==> config.mk <==
export PLATFORM = sky130hd
export DESIGN_NAME = uart_rx_fifo
export DESIGN_NICKNAME = d
export VERILOG_FILES = /design/src/rtl/uart_rx_fifo.sv
export SDC_FILE = /design/constraint.sdc
export NUM_CORES = 1
export LEC_CHECK = 0
export CAP_MARGIN = 10
export CELL_PAD_IN_SITES_DETAIL_PLACEMENT = 0
export CELL_PAD_IN_SITES_GLOBAL_PLACEMENT = 1
export CORE_MARGIN = 4
export CORE_UTILIZATION = 24
export CTS_CLUSTER_DIAMETER = 40
export DETAILED_ROUTE_END_ITERATION = 10
export PLACE_DENSITY_LB_ADDON = 0.1
export SLEW_MARGIN = 25
export SYNTH_ARGS = -nofsm -noshare
export SYNTH_HDL_FRONTEND = slang
export SYNTH_SLANG_ARGS = --single-unit
export TNS_END_PERCENT = 1
==> constraint.sdc <==
create_clock -name i_uart_clk_x16 -period 7.8 [get_ports i_uart_clk_x16]
set_input_delay 2.34 -clock i_uart_clk_x16 [delete_from_list [all_inputs] [get_ports i_uart_clk_x16]]
set_output_delay 2.34 -clock i_uart_clk_x16 [all_outputs]
set_load 0.01 [all_outputs]
==> src/rtl/uart_rx_fifo.sv <==
// uart_rx_fifo
//   Consumer side of the UART receiver. Runs the receiver's 4-phase
//   ready/ack handshake and stores every received byte in a 2**DEPTH_LOG2
//   entry synchronous FIFO. The FIFO has a show-ahead read port and reports
//   empty/full/count/overrun status to the CPU-side register logic.
//
//   This block runs on the receiver's own clock, so the handshake signals
//   need no synchronisers.
//
// Ports
//   i_uart_clk_x16    block clock, shared with the receiver
//   i_reset_n         synchronous active-low reset
//   i_rx_data         received byte, valid while i_rx_data_rdy=1
//   i_rx_data_rdy     receiver has a byte waiting
//   o_rx_rdy_ack      registered acknowledge to the receiver
//   i_rx_rdy_ack_clr  receiver acknowledges that it has seen our ack
//   i_rd_strobe       single-cycle pop request
//   o_rd_data         FIFO head (show-ahead), don't-care while empty
//   o_empty / o_full  FIFO status
//   o_count           number of stored bytes, 0..DEPTH
//   o_overrun         sticky: a byte arrived while the FIFO was full
//   i_overrun_clr     clears o_overrun
module uart_rx_fifo #(
    parameter int DEPTH_LOG2 = 4
) (
    input  logic                  i_uart_clk_x16,
    input  logic                  i_reset_n,
    input  logic [7:0]            i_rx_data,
    input  logic                  i_rx_data_rdy,
    output logic                  o_rx_rdy_ack,
    input  logic                  i_rx_rdy_ack_clr,
    input  logic                  i_rd_strobe,
    output logic [7:0]            o_rd_data,
    output logic                  o_empty,
    output logic                  o_full,
    output logic [DEPTH_LOG2:0]   o_count,
    output logic                  o_overrun,
    input  logic                  i_overrun_clr
);

    localparam int DEPTH = 1 << DEPTH_LOG2;
    localparam logic [DEPTH_LOG2:0] DEPTH_CNT = (DEPTH_LOG2 + 1)'(DEPTH);

    typedef enum logic [1:0] {
        IDLE     = 2'd0,
        ACK      = 2'd1,
        WAIT_CLR = 2'd2
    } state_t;

    state_t                  state_reg, state_next;
    logic                    ack_reg, ack_next;
    logic                    capture;

    logic [7:0]              mem_reg [DEPTH];
    logic [DEPTH_LOG2-1:0]   wr_ptr_reg, rd_ptr_reg;
    logic [DEPTH_LOG2:0]     count_reg, count_next;
    logic                    overrun_reg;
    logic                    push, pop, drop;

    // ------------------------------------------------------------------
    // Handshake FSM
    // ------------------------------------------------------------------
    always_ff @(posedge i_uart_clk_x16) begin
        if (!i_reset_n) begin
            state_reg <= IDLE;
            ack_reg   <= 1'b0;
        end else begin
            state_reg <= state_next;
            ack_reg   <= ack_next;
        end
    end

    // A byte is captured only on the IDLE->ACK transition, so a ready that
    // stays high through ACK/WAIT_CLR is never taken twice. ACK waits for
    // ack_clr indefinitely: a receiver that resets mid-handshake simply
    // drops and later re-raises ack_clr, which still ends the handshake.
    always_comb begin
        state_next = state_reg;
        ack_next   = ack_reg;
        capture    = 1'b0;
        case (state_reg)
            IDLE: begin
                ack_next = 1'b0;
                if (i_rx_data_rdy && !i_rx_rdy_ack_clr) begin
                    capture    = 1'b1;
                    ack_next   = 1'b1;
                    state_next = ACK;
                end
            end
            ACK: begin
                ack_next = 1'b1;
                if (i_rx_rdy_ack_clr) begin
                    ack_next   = 1'b0;
                    state_next = WAIT_CLR;
                end
            end
            WAIT_CLR: begin
                ack_next = 1'b0;
                if (!i_rx_rdy_ack_clr) begin
                    state_next = IDLE;
                end
            end
            default: begin
                ack_next   = 1'b0;
                state_next = IDLE;
            end
        endcase
    end

    // ------------------------------------------------------------------
    // FIFO
    // ------------------------------------------------------------------
    // A same-cycle pop frees a slot, so a capture into a full FIFO is
    // accepted when the head leaves at the same edge. Pop on empty is
    // ignored, which also makes push+pop on empty a plain push.
    always_comb begin
        pop  = i_rd_strobe && (count_reg != '0);
        push = capture && ((count_reg != DEPTH_CNT) || pop);
        drop = capture && !push;
        count_next = count_reg;
        case ({push, pop})
            2'b10:   count_next = count_reg + 1'b1;
            2'b01:   count_next = count_reg - 1'b1;
            default: count_next = count_reg;
        endcase
    end

    always_ff @(posedge i_uart_clk_x16) begin
        if (!i_reset_n) begin
            wr_ptr_reg  <= '0;
            rd_ptr_reg  <= '0;
            count_reg   <= '0;
            overrun_reg <= 1'b0;
        end else begin
            if (push) wr_ptr_reg <= wr_ptr_reg + 1'b1;
            if (pop)  rd_ptr_reg <= rd_ptr_reg + 1'b1;
            count_reg <= count_next;
            // A drop in the same cycle as a clear must leave the flag set.
            if (drop)
                overrun_reg <= 1'b1;
            else if (i_overrun_clr)
                overrun_reg <= 1'b0;
        end
    end

    // Storage is not reset; stale bytes are unreachable once the pointers
    // and count are cleared.
    always_ff @(posedge i_uart_clk_x16) begin
        if (push) mem_reg[wr_ptr_reg] <= i_rx_data;
    end

    assign o_rd_data    = mem_reg[rd_ptr_reg];
    assign o_rx_rdy_ack = ack_reg;
    assign o_count      = count_reg;
    assign o_empty      = (count_reg == '0);
    assign o_full       = (count_reg == DEPTH_CNT);
    assign o_overrun    = overrun_reg;

endmodule
==> results_dict.tcl <==
set metrics [dict create \
    fin_crit_ns 5.29 \
    gp_congestion 0.700 \
    finalSetupViolCount 0 \
    hold_class "reg -> reg" \
    synth_seq_cells 149 \
    nets 382 \
    grt_use_total_pct 10.4 \
    postCtsResizedCells 0 \
    cts_buffers 17 \
    hold_slack_ns 0.533 \
    final_common_cell "edfxtp_1" \
    io_buffers 30 \
    core_sq_um 24500 \
    cts_tree "done" \
    design.portCount 31 \
    end_kind "primary output" \
    place_ws_ns 2.64 \
    grt_max_degree 33 \
    drc 0 \
    max_slew.worst_pin.slew_ns 0.948 \
    setup_tns_ns 0 \
    fin_area_sq_um 7380 \
    drt_iter0_drc 200 \
    largest_reg_flops 128 \
    grt_pass1_wl_microns 21100 \
    clock_latency_ns 0.42 \
    routed_wl_microns 13900 \
    utilization_pct 30.1 \
    syn-cell-area_sq_um 6030 \
    placement.cell_area_sq_um 6760 \
    cts.path.max_buffers 2 \
    drive_gt1_share_pct 25.5 \
    postCtsSetupBuffers 0 \
    async_reset_ff_share_pct 0 \
    cts_hold_buf 0 \
    max_freq_mhz 189 \
    avgRoutedWirePerCell_microns 20.0 \
    yosysWarnings 0 \
    syn_inst 313 \
    vias 2971 \
    ys_types 40 \
    area_delta_synth_final_pct 22.3 \
    p_leak_uw 0.00232 \
    num_antenna_cells 0 \
    fin_ws_ns 2.51 \
    post_synth.cell_area_avg_sq_um 19.3 \
    path_class "reg -> out" \
    hold_viol_final 0 \
    cp_data_arrival_time_ns 2.95 \
    dr.pass1.iters 4 \
    grt_setup_unrepaired "false" \
    layout_common_cells "edfxtp_1 (128), mux4_2 (40), clkdlybuf4s50_1 (30)" \
    vias_per_cell 4.27 \
    die_area_sq_um 27700 \
    clkTransAtPathRegs_ns 0.07 \
    ant_nets 0 \
    start_util_pct 24.6 \
    status "finished, final reports clean" \
    cp_data_required_time_ns 5.46 \
    final_max_slew_viol_count 0 \
    placementRows 57 \
    cp-start-kind "flip-flop" \
    powerDensity_nw_per_um2 310 \
    grt_pass1_vias 3192 \
    syn_nets 336 \
    cap_viol_max_count 0 \
    clock_skew_ns 0.0149 \
    finalCritPeriodShare_pct 67.8 \
    cts_root_buf "clkbuf_16" \
    grt.overflow.total 0 \
    path_max_fanout 32 \
    grt_antenna_before_repair 0 \
    cts_max_level 4 \
    die_width_microns 167 \
    dp_hpwl_microns 8970 \
    slew_headroom_pct 36.5 \
    synth_flop_cell "edfxtp_1" \
    die_h_microns 167 \
    seq_area_frac_synth_pct 70.7 \
    synth_edf_count 128 \
    cts.sinks 149 \
    peakVddDrop_mv 0.169 \
]
## cell usage after synthesis (2+ instances only)
cell	instances	area, sq um
dfxtp_1	21	420
buf_1	3	11.3
nor4b_1	2	17.5
ha_1	8	100
a31oi_4	2	42.5
xnor2_1	4	35.0
mux4_2	40	901
nor3_1	6	30.0
nand4_1	2	12.5
and3_1	2	12.5
buf_2	3	15.0
a21oi_1	2	10.0
nand2b_1	6	37.5
nand2_1	12	45.0
edfxtp_1	128	3840
o21ai_2	2	17.5
nor2b_1	2	12.5
and2_1	6	37.5
inv_1	8	30.0
o21a_1	2	15.0
mux2i_1	8	80.1
nor2_1	17	63.8
nand3_1	4	20.0
clkbuf_1	7	26.3
## power breakdown
| part | leakage (uW) | switching, uW | total, uW | internal, uW |
|---|---|---|---|---|
| clock network | 0.000302 | 341 | 854 | 513 |
| registers | 0.00132 | 27.8 | 917 | 889 |
| logic | 0.000695 | 253 | 517 | 264 |
## stage by stage
stage	power, uW	instances
detailed placement	1470	664
finish	2290	696
CTS	2330	696
floorplan	1300	313
global placement	1480	664
global route	2410	696
## cell type report
cell class / count / area [sq um]
Inverter: 9 / 33.8
Multi-Input combinational cell: 141 / 1680
Sequential cell: 149 / 4270
Clock buffer: 17 / 425
Fill cell: 2430 / 17200
Tap cell: 324 / 405
Timing Repair Buffer: 41 / 383
Clock inverter: 15 / 193
## worst max-delay path, cell delays in order (launching register included)
cell and delay, ns:
dfxtp_2 0.31, buf_4 0.55, mux4_2 0.61, mux4_2 0.54, clkdlybuf4s50_1 0.51
## per-layer routing
layer | part of all wire, % | wire [microns] | GRT usage, % | up-vias
li1 | - | - | - | 1349
met1 | 46 | 6340 | 13.7 | 1557
met2 | 50 | 7010 | 17.3 | 53
met3 | 2.8 | 383 | 2.30 | 12
met4 | 1.3 | 179 | 3.20 | 0
met5 | 0 | 0 | 0 | -
## kinds of logic after synthesis
| kind of cell | count (synthesis) | share of synthesized area, % |
|---|---|---|
| DFF | 149 | 70.7 |
| and+or+nand+nor | 63 | 5.70 |
| muxes | 48 | 16.3 |
| buffers and inverters | 23 | 1.62 |
| AOI/OAI and AO/OA | 16 | 3.05 |
| adders and majority gates | 9 | 1.99 |
| xor gates and xnor gates | 5 | 0.726 |
## path summary, 6_finish.rpt
check	start	end	slack (ns)	depth (start not counted)
max	flip-flop	o_rd_data[0]	2.51	4
min	o_count[3]	o_count[3]	0.53	2
max reg2reg	o_count[1]	o_count[4]	5.21	8
min reg2reg	o_count[3]	o_count[3]	0.53	2
Note: power is estimated with default switching activity, not from simulation.
